===== src/rtl/vga_pkg.sv =====
// Shared text-mode video constants: cell geometry, readout phase points, IRGB colour type.
package vga_pkg;
  localparam int CELL_W    = 8;
  localparam int FONT_ROWS = 16;
  localparam int ROW_W     = $clog2(FONT_ROWS);

  // Phase points of the 8-cycle cell counter, shared with the readout address generator
  localparam logic [2:0] PH_CHAR_SAMPLE = 3'd3;
  localparam logic [2:0] PH_ATTR_SAMPLE = 3'd7;
  localparam logic [2:0] PH_LOAD        = 3'd1;
  localparam logic [2:0] PH_START       = 3'd2;

  typedef logic [3:0] irgb_t;  // {I,R,G,B}
endpackage


===== src/rtl/pixel_shifter.sv =====
// Per-cell glyph shift register plus IRGB colour mux; color/pixActive registered one cycle behind shiftReg.
// BLINK_EN: attribute bit 7 selects blink instead of background intensity.
module pixel_shifter
  import vga_pkg::*;
(
  input  logic              clk,
  input  logic              nrst,
  input  logic              load,
  input  logic              shiftEn,
  input  logic              pixOn,
  input  logic [CELL_W-1:0] fontData,
  input  logic [7:0]        attr,
  input  logic              blinkPhase,
  output irgb_t             color,
  output logic              pixActive
);
  logic [CELL_W-1:0] shiftReg;
  logic [7:0]        curAttr;
  irgb_t             fg, bg;

`ifdef BLINK_EN
  always_comb begin
    bg = {1'b0, curAttr[6:4]};
    fg = (curAttr[7] && blinkPhase) ? bg : curAttr[3:0];
  end
`else
  logic unusedBlink;
  assign unusedBlink = blinkPhase;
  always_comb begin
    bg = curAttr[7:4];
    fg = curAttr[3:0];
  end
`endif

  always_ff @(posedge clk) begin
    if (!nrst) begin
      shiftReg  <= '0;
      curAttr   <= '0;
      color     <= '0;
      pixActive <= 1'b0;
    end else begin
      if (load) begin
        shiftReg <= fontData;
        curAttr  <= attr;
      end else if (shiftEn) begin
        shiftReg <= shiftReg << 1;
      end
      color     <= pixOn ? (shiftReg[CELL_W-1] ? fg : bg) : irgb_t'(0);
      pixActive <= pixOn;
    end
  end
endmodule


===== src/rtl/pixel_gen.sv =====
// Consumes VRAM char/attr bytes, looks up font rows and serialises 8 IRGB pixels per cell.
// Optional BLINK_EN: frame counter on vSync falling edges drives attribute blink.
module pixel_gen
  import vga_pkg::*;
#(
  parameter int BLINK_LOG2 = 5
) (
  input  logic             clk,
  input  logic             nrst,
  input  logic             vActive,
  input  logic             hBeginActive,
  input  logic             hEndActive,
  input  logic [ROW_W-1:0] vCount,
  input  logic             vSync,
  input  logic [7:0]       vramData,
  output logic [11:0]      fontAddr,
  input  logic [7:0]       fontData,
  output irgb_t            color,
  output logic             pixActive
);
  logic       active, pixOn;
  logic [2:0] count;
  logic [7:0] charReg, attrReg;
  logic       load, shiftEn, blinkPhase;

  assign load     = active && (count == PH_LOAD);
  assign shiftEn  = pixOn && !load;
  assign fontAddr = {charReg, vCount};

  always_ff @(posedge clk) begin
    if (!nrst) begin
      active  <= 1'b0;
      pixOn   <= 1'b0;
      count   <= '0;
      charReg <= '0;
      attrReg <= '0;
    end else begin
      if (hBeginActive && vActive && !active) begin
        active <= 1'b1;
        count  <= PH_START;
      end else begin
        if (active || pixOn) count <= count + 3'd1;
        if (hEndActive)      active <= 1'b0;
      end
      if (active && count == PH_CHAR_SAMPLE) charReg <= vramData;
      if (active && count == PH_ATTR_SAMPLE) attrReg <= vramData;
      // Without active at the load point the last cell has just drained
      if (count == PH_LOAD) pixOn <= active;
    end
  end

`ifdef BLINK_EN
  logic [BLINK_LOG2:0] frameCnt;
  logic                vSyncD;
  always_ff @(posedge clk) begin
    if (!nrst) begin
      frameCnt <= '0;
      vSyncD   <= 1'b1;
    end else begin
      vSyncD <= vSync;
      if (vSyncD && !vSync) frameCnt <= frameCnt + 1'b1;
    end
  end
  assign blinkPhase = frameCnt[BLINK_LOG2];
`else
  logic unusedBlink;
  assign blinkPhase  = 1'b0;
  assign unusedBlink = vSync ^ (BLINK_LOG2 > 0);
`endif

  pixel_shifter uShifter (
    .clk       (clk),
    .nrst      (nrst),
    .load      (load),
    .shiftEn   (shiftEn),
    .pixOn     (pixOn),
    .fontData  (fontData),
    .attr      (attrReg),
    .blinkPhase(blinkPhase),
    .color     (color),
    .pixActive (pixActive)
  );
endmodule

===== config.mk =====
export PLATFORM = sky130hd
export DESIGN_NAME = pixel_gen
export DESIGN_NICKNAME = d
export VERILOG_FILES = /design/src/rtl/vga_pkg.sv /design/src/rtl/pixel_shifter.sv /design/src/rtl/pixel_gen.sv
export SDC_FILE = /design/constraint.sdc
export NUM_CORES = 1
export LEC_CHECK = 0
export ABC_AREA = 1
export ABC_CLOCK_PERIOD_IN_PS = 3300
export CAP_MARGIN = 20
export CORE_MARGIN = 2
export CORE_UTILIZATION = 52
export CTS_CLUSTER_SIZE = 20
export DETAILED_ROUTE_END_ITERATION = 16
export PLACE_DENSITY_LB_ADDON = 0.08
export SETUP_SLACK_MARGIN = 0.1
export SLEW_MARGIN = 20
export SYNTH_ARGS = -nofsm -noshare
export SYNTH_HDL_FRONTEND = slang
export SYNTH_SLANG_ARGS = --single-unit

===== constraint.sdc =====
create_clock -name clk -period 3.3 [get_ports clk]
set_input_delay 0.66 -clock clk [delete_from_list [all_inputs] [get_ports clk]]
set_output_delay 0.66 -clock clk [all_outputs]
set_load 0.005 [all_outputs]

==> results of run 1 <==
-- power by group --
part / switching, uW / internal [uW]
Sequential: 6.82 / 513
Clock: 165 / 157
Combinational: 27.3 / 33.3
-- metal layers --
| layer | track usage [%] | routed length, um | up-vias |
|---|---|---|---|
| li1 | - | - | 770 |
| met1 | 24.3 | 1500 | 626 |
| met2 | 27.8 | 1310 | 35 |
| met3 | 7.98 | 215 | 6 |
| met4 | 6.99 | 26 | 0 |
| met5 | 0 | 0 | - |
-- final timing paths --
kind | start | to | slack (ns) | depth (start not counted)
max reg2reg | count[0]$_SDFFE_PP0P_ | uShifter.curAttr[0]$_SDFFE_PN0P_ | 1.65 | 4
min reg2reg | uShifter.curAttr[7]$_SDFFE_PN0P_ | uShifter.curAttr[7]$_SDFFE_PN0P_ | 0.45 | 2
max | charReg[4]$_SDFFE_PN0P_ | fontAddr[8] | 1.42 | 1
min | uShifter.curAttr[7]$_SDFFE_PN0P_ | uShifter.curAttr[7]$_SDFFE_PN0P_ | 0.45 | 2
-- area by class of cell --
cell class	count	area, um^2	share of cell area, %
clock buffers	5	37.5	1.79
inverters	24	91.3	4.36
flip-flops and latches	42	841	40.1
clock inverters	3	40.0	1.91
well taps	44	55.1	2.63
repair buffers	34	338	16.1
multi-input cells	142	692	33.0
-- metrics by stage --
step | utilization, % | worst slack, ns | power [uW]
after floorplan | - | 1.87 | 566
after global placement | 65.0 | 1.21 | 591
after detailed placement | 65.0 | 1.21 | 592
after CTS | 67.5 | 1.41 | 907
after global routing | 67.5 | 1.34 | 942
final | 67.5 | 1.42 | 902
-- kinds of logic (layout without fill, tap and decap cells) --
group           after synthesis  count (layout)  share of synthesized area [%]
compound gates               51              51                           15.1
flops                        42              42                           48.9
simple gates                 86              86                           21.7
xor+xnor                      1               1                          0.510
buf+inv                      39              66                           10.8
fa+ha+maj                     4               4                           2.91
-- cell usage in the layout (no fill, tap or decap) --
cell type         n
clkinv_1          1
buf_4             1
inv_2             1
a21oi_1          21
clkinv_2          3
nand3_1           9
dfxtp_1          42
nand2_2           1
nor2_1           37
ha_1              4
o21a_1            1
o21ai_0          27
o21ai_1           1
clkdlybuf4s50_1  33
xor2_1            1
inv_1            21
bufinv_16         1
nand3_4           1
nand2_1          29
nand4_1           8
a211oi_1          1
clkbuf_4          5
or2_0             1
-- flip-flops by register name (all words and copies together) (netlist names) --
signal              flops
attrReg                 8
charReg                 8
uShifter.curAttr        8
uShifter.shiftReg       8
uShifter.color          4
count                   3
active                  1
pixOn                   1
uShifter.pixActive      1
==> impl_metrics.toml, run 1 <==
[status]
outcome = "completed"

[setup_path]
critical_path_arrival_ns = 1.22
crit_required_ns = 2.64
path_delay_family = "buffers and inverters"
worst_path_max_delay_cell = "clkdlybuf4s50_1"
crit_buf_inv = 1
cp_max_fo = 2
endpoint_kind = "output pin"
crit_chain = "clkdlybuf4s50_1"
cp-start-kind = "flop"
critical_path_class = "flop to output pin"
slowest_delay_ns = 0.51

[drt]
via_per_inst = 4.89
routed_wl_mm = 3.05
final_antenna_net_count = 0
route.detailed.drc = 0
drt_iter0_drc = 87
drt_first_pass_iters = 6
dr_total_vias = 1437
post_drt_wl_per_cell_um = 10.4

[sta]
setup_viol = 0
fin_skew_ns = 0.00353
tightest_slew_ns = 0.530
maxSlewViolCount = 0
hold_ws_ns = 0.451
final-hold-violation-count = 0
clock.fmax_mhz = 531
rsz0062_at_grt = "false"
post-route-min-period_ns = 1.88
tns_ns = 0
max_slew_margin_pct = 64.6
min_period_over_period_pct = 57.1

[layout]
post-route-cell-area_um2 = 2090
fillers = 299
antenna_cells = 0
stdcell_count = 294
nets = 279
drive_gt1_share_pct = 5.20
syn_to_final_growth_pct = 21.8

[power_and_ir_drop]
ir_drop_uv = 266
power_leakage_uw = 0.000817
power.density_nw_per_um2 = 431

[yosys]
netlist_instances = 223
avgSynthCellArea_um2 = 7.71
synth.area.top_cells = "dfxtp_1, nor2_1, o21ai_0, nand2_1, a21oi_1"
async_flop_share_pct = 0
yosys.cell_types.count = 24
ys_top_cells_by_count = "dfxtp_1, nor2_1, nand2_1, o21ai_0"
yosysMostFrequentCell = "dfxtp_1"
synth-seq-cells = 42
yosys.area.top_type = "dfxtp_1"
synth_top_area_share_pct = 48.9
synth-seq-area-share_pct = 48.9
yosys_warnings = 0
synth_ff_type = "dfxtp_1"
synth_area_um2 = 1720
synth_edf_count = 0
synth_nets = 253

[die]
die-width_um = 61.5
dieArea_um2 = 3780
start_util_pct = 55.4
die_h_um = 61.5
boundaryPins = 43
coreArea_um2 = 3100
placementRows = 20

[clocking]
htree_levels = 2
cts_resized = 0
cts_made_buffers = 5
cts_setup_buffers = 0
insertion_delay_ns = 0.35
cts_buffer_depth = 2
clock-root-buffer = "clkbuf_4"
clk_pin_slew_worst_paths_ns = 0.12
cts_tree = "yes"
ctsHoldBuffers = 0
cts.sinks = 42

[global_routing]
grt_first_pass_wirelength_mm = 5.25
grt_max_degree = 33
antenna_found_initial = 0
grt_pass1_vias = 1205
grt_util_all_layers_pct = 18.8
overflow = 0

[min_path]
hold_class = "flop to flop"

[place]
hpwl_mm = 2.11
place.gp.congestion = 0.764
io_buffers = 33
place_area_um2 = 2020
dp_cells = 286

[flow_run]
drv_cap = 0
No activity file was read; power rests on OpenSTA's default activity.
==> run 2: changes to the inputs <==
Settings changed: ABC_CLOCK_PERIOD_IN_PS 3300 to 1800, CORE_UTILIZATION 52 to 48.
Clock period 3.3 ns to 1.8 ns, I/O delays scaled along.
==> impl_metrics.toml, run 2 (synthesized netlist as in run 1, its figures left out) <==
[clocking]
ctsHoldBuffers = 0
cts_tree = "yes"
cts_made_buffers = 5
clk_pin_slew_worst_paths_ns = 0.12
cts.sinks = 42
cts_resized = 0
cts_buffer_depth = 2
cts_setup_buffers = 0
htree_levels = 2
insertion_delay_ns = 0.35
clock-root-buffer = "clkbuf_4"

[power_and_ir_drop]
power.density_nw_per_um2 = 858
netSwitchingPower_uw = 366
p_total_uw = 1840
power_frac_clock_pct = 42.0
power_leakage_uw = 0.000841
intPower_uw = 1470
swShare_pct = 19.9
ir_drop_uv = 489
seq_power_share_pct = 51.6
p_comb_share_pct = 6.4

[place]
io_buffers = 33
dp_cells = 290
dp_slack_ns = 0.165
hpwl_mm = 2.17
place.gp.congestion = 0.744

[setup_path]
cp-start-kind = "flop"
reg2reg_to = "uShifter.curAttr[2]$_SDFFE_PN0P_"
crit_chain = "clkdlybuf4s50_1"
path_delay_family = "buffers and inverters"
slowest_delay_ns = 0.51
critical_path_class = "flop to output pin"
endpoint_kind = "output pin"
crit_required_ns = 1.44
cp_max_fo = 2
r2r_setup_slack_ns = 0.37
critical_path_arrival_ns = 1.21
reg2reg_from = "count[2]$_SDFFE_PP0P_"
crit_buf_inv = 1
worst_path_max_delay_cell = "clkdlybuf4s50_1"
rr_worst_depth = 4

[layout]
multiInputGateArea_um2 = 692
nets = 281
stdcell_count = 298
antenna_cells = 0
fillers = 288
drive_gt1_share_pct = 5.95
layout_common_cells = "dfxtp_1, nor2_1, clkdlybuf4s50_1, nand2_1, o21ai_0"
final_common_cell = "dfxtp_1"
seqCellArea_um2 = 841
syn_to_final_growth_pct = 24.8

[global_routing]
antenna_found_initial = 0
grt_first_pass_wirelength_mm = 5.56
grt_max_degree = 33
grt_util_all_layers_pct = 17.2
grt_pass1_vias = 1320
overflow = 0

[drt]
final_antenna_net_count = 0
drt_iter0_drc = 96
dr_total_vias = 1426
via_per_inst = 4.79
post_drt_wl_per_cell_um = 10.3
route.detailed.drc = 0
routed_wl_mm = 3.08
drt_first_pass_iters = 4

[min_path]
hold_class = "flop to flop"
min_to = "uShifter.curAttr[5]$_SDFFE_PN0P_"
holdPathStages = 2
min-delay-start = "uShifter.curAttr[5]$_SDFFE_PN0P_"

[sta]
clock.fmax_mhz = 637
maxSlewViolCount = 0
final-hold-violation-count = 0
fin_skew_ns = 0.0109
min_period_over_period_pct = 87.2
tightest_slew_ns = 0.383
finalWorstSetupSlack_ns = 0.231
tns_ns = 0
setup_viol = 0
max_slew_margin_pct = 74.5
post-route-min-period_ns = 1.57
rsz0062_at_grt = "false"

[status]
outcome = "completed"

[die]
dieArea_um2 = 4080
start_util_pct = 50.7
coreArea_um2 = 3390
boundaryPins = 43
die-width_um = 63.8
die_h_um = 63.8
placementRows = 21

[flow_run]
drv_cap = 0
[run 2: changes by cell type in the layout (fill, tap and decap cells not counted), sizes merged]
cell    delta
buf        +2
bufinv     +1
clkbuf     +1
clkinv     -2
[run 2: power groups by stage]
| stage | clock network, uW | registers [uW] | logic (uW) |
|---|---|---|---|
| 6_report | 773 | 950 | 118 |
| 2_1_floorplan | 0 | 968 | 69.2 |
| 3_3_place_gp | 0 | 970 | 117 |
| 5_1_grt | 823 | 952 | 136 |
| 4_1_cts | 790 | 950 | 119 |
| 3_5_place_dp | 0 | 971 | 118 |
[run 2: routing by layer]
metal  global-route usage, %  vias to the layer above  wire length, um
li1                        -                      774                -
met1                    21.6                      619             1560
met2                    27.3                       28             1300
met3                    4.93                        5              158
met4                    7.34                        0               56
met5                       0                        -                0
[run 2: worst max-delay path by stage]
| stage | cells past startpoint | slack, ns | to | startpoint |
|---|---|---|---|---|
| after floorplan | 7 | 0.56 | charReg[0]$_SDFFE_PN0P_ | count[2]$_SDFFE_PP0P_ |
| after global placement | 3 | 0.19 | uShifter.shiftReg[5]$_SDFFE_PN0P_ | nrst |
| after detailed placement | 3 | 0.17 | uShifter.shiftReg[0]$_SDFFE_PN0P_ | nrst |
| after CTS | 1 | 0.21 | fontAddr[9] | charReg[5]$_SDFFE_PN0P_ |
| after global routing | 4 | 0.13 | uShifter.curAttr[1]$_SDFFE_PN0P_ | count[2]$_SDFFE_PP0P_ |
| final | 1 | 0.23 | fontAddr[5] | charReg[1]$_SDFFE_PN0P_ |
[run 2: through the flow]
stage / hold WS (ns) / util [%] / instance area [um^2]
global route: 0.481 / 63.3 / 2150
detailed placement: 0.443 / 60.0 / 2030
CTS: 0.461 / 63.3 / 2150
global placement: 0.432 / 60.0 / 2030
floorplan: 0.420 / - / 1720
finish: 0.456 / 63.3 / 2150
[run 2: layout make-up]
type	count	area share [%]
clock buffers	6	2.39
clock inverters	2	2.80
inverters	24	4.26
multi-input cells	142	32.2
flip-flops and latches	42	39.2
well taps	46	2.68
repair buffers	36	16.4
==> run 3: changes to the inputs <==
Settings changed: ABC_CLOCK_PERIOD_IN_PS 1800 to unset, CORE_UTILIZATION 48 to 43.
Clock period 1.8 ns to 1.35 ns, I/O delays scaled along.
==> impl_metrics.toml, run 3 (synthesized netlist as in run 1, its figures left out) <==
[status]
outcome = "completed"

[power_and_ir_drop]
power.density_nw_per_um2 = 1160
p_comb_share_pct = 6.5
seq_power_share_pct = 47.6
ir_drop_uv = 628
netSwitchingPower_uw = 524
intPower_uw = 2140
power_frac_clock_pct = 45.9
power_leakage_uw = 0.000994
swShare_pct = 19.7

[min_path]
min-delay-start = "nrst"
min_to = "uShifter.curAttr[2]$_SDFFE_PN0P_"
holdPathStages = 3
hold_class = "primary input to flop"

[setup_path]
rr_worst_depth = 6
crit_required_ns = 1.54
worst_path_max_delay_cell = "dfxtp_2"
endpoint_kind = "flop"
path_delay_family = "flip-flops"
reg2reg_to = "attrReg[1]$_SDFFE_PN0P_"
r2r_setup_slack_ns = 0.14
slowest_delay_ns = 0.36
critical_path_arrival_ns = 1.40
cp_max_fo = 8
reg2reg_from = "count[0]$_SDFFE_PP0P_"
crit_chain = "ha_2 -> ha_1 -> nand2_2 -> buf_6 -> o21ai_0 -> nor2_1"
critical_path_class = "flop to flop"
cp-start-kind = "flop"
crit_buf_inv = 1

[place]
hpwl_mm = 2.30
place.gp.congestion = 0.736
io_buffers = 33
dp_cells = 300

[die]
die-width_um = 67.2
placementRows = 22
coreArea_um2 = 3740
start_util_pct = 45.9
boundaryPins = 43
die_h_um = 67.2
dieArea_um2 = 4520

[clocking]
clock-root-buffer = "clkbuf_8"
clk_pin_slew_worst_paths_ns = 0.08
cts_made_buffers = 5
htree_levels = 2
cts_tree = "yes"
ctsHoldBuffers = 0
cts.sinks = 42
cts_buffer_depth = 2
insertion_delay_ns = 0.29

[layout]
layout_common_cells = "nor2_1, dfxtp_1, nand2_1, a21oi_1, inv_1"
final_common_cell = "nor2_1"
fillers = 359
multiInputGateArea_um2 = 718
nets = 291
stdcell_count = 310
syn_to_final_growth_pct = 33.5
drive_gt1_share_pct = 14.1
final_core_util_pct = 61.3
antenna_cells = 0
seqCellArea_um2 = 848

[sta]
maxSlewViolCount = 0
max_slew_margin_pct = 75.7
post-route-min-period_ns = 1.21
fin_skew_ns = 0.00217
hold_ws_ns = 0.358
tns_ns = 0
setup_viol = 0
rsz0062_at_grt = "true"
tightest_slew_ns = 0.364
final-hold-violation-count = 0
min_period_over_period_pct = 89.4
clock.fmax_mhz = 829

[global_routing]
grt_max_degree = 21
grt_pass1_vias = 1320
overflow = 0
grt_util_all_layers_pct = 17.4
grt_first_pass_wirelength_mm = 5.95
antenna_found_initial = 0

[drt]
post_drt_wl_per_cell_um = 10.8
drt_iter0_drc = 77
final_antenna_net_count = 0
dr_total_vias = 1434
via_per_inst = 4.63
drt_first_pass_iters = 4
route.detailed.drc = 0
routed_wl_mm = 3.36

[flow_run]
drv_cap = 0
## run 3: changes by cell type in the layout (fill, tap and decap cells not counted), sizes merged
cell,change
dlygate4sd2,+13
dlymetal6s2s,+1
buf,+9
clkdlybuf4s50,-14
nand2,+1
## run 3: how the worst max path moves through the flow
stage                           from                           endpoint  cells past startpoint
2_1_floorplan  count[2]$_SDFFE_PP0P_            charReg[0]$_SDFFE_PN0P_                      7
3_3_place_gp                    nrst   uShifter.curAttr[1]$_SDFFE_PN0P_                      4
3_5_place_dp                    nrst            attrReg[4]$_SDFFE_PN0P_                      4
4_1_cts        count[1]$_SDFFE_PN0P_  uShifter.shiftReg[6]$_SDFFE_PN0P_                      6
5_1_grt        count[0]$_SDFFE_PP0P_            attrReg[5]$_SDFFE_PN0P_                      6
6_report       count[0]$_SDFFE_PP0P_            attrReg[1]$_SDFFE_PN0P_                      6
## run 3: cell type report
| class | instances | area share (%) |
|---|---|---|
| tap | 48 | 2.62 |
| inverter | 24 | 4.14 |
| clock inverter | 2 | 2.62 |
| sequential | 42 | 37.0 |
| timing repair buffer | 45 | 18.8 |
| multi-input combinational | 143 | 31.3 |
| clock buffer | 6 | 3.60 |
## run 3: routing by layer
metal	global-route usage, %	share of wire (%)	up-vias
met3	5.00	5.8	7
met2	26.6	44	36
li1	-	-	787
met4	9.18	2.1	0
met5	0	0	-
met1	22.3	48	604
## run 3: timing repair
| action | 4_1_cts | 5_1_grt |
|---|---|---|
| setup endpoints to repair | 25 | 25 |
| endpoints found under the hold margin | 0 | 0 |
| cloned | 1 | 0 |
| buffers inserted | 0 | 1 |
| resized for setup | 21 | 19 |
## run 3: power by group through the flow
stage	sequential [uW]	clock (uW)	combinational, uW
global route	1270	1300	198
CTS	1270	1250	167
floorplan	1290	0	92.3
finish	1270	1220	174
detailed placement	1290	0	166
global placement	1290	0	165
## run 3: worst register-to-register path, cell delays in order (launching register included)
cell and delay, ns:
dfxtp_2 0.36, ha_2 0.19, ha_1 0.16, nand2_2 0.07, buf_6 0.14, o21ai_0 0.13
nor2_1 0.05
## run 3: stage by stage
| stage | total power (uW) | cell area [um^2] | setup slack, ns |
|---|---|---|---|
| 5_1_grt | 2770 | 2290 | 0.0845 |
| 6_report | 2660 | 2290 | 0.143 |
| 2_1_floorplan | 1380 | 1720 | 0.105 |
| 4_1_cts | 2690 | 2260 | 0.109 |
| 3_5_place_dp | 1460 | 2110 | -0.0978 |
| 3_3_place_gp | 1460 | 2110 | -0.0728 |
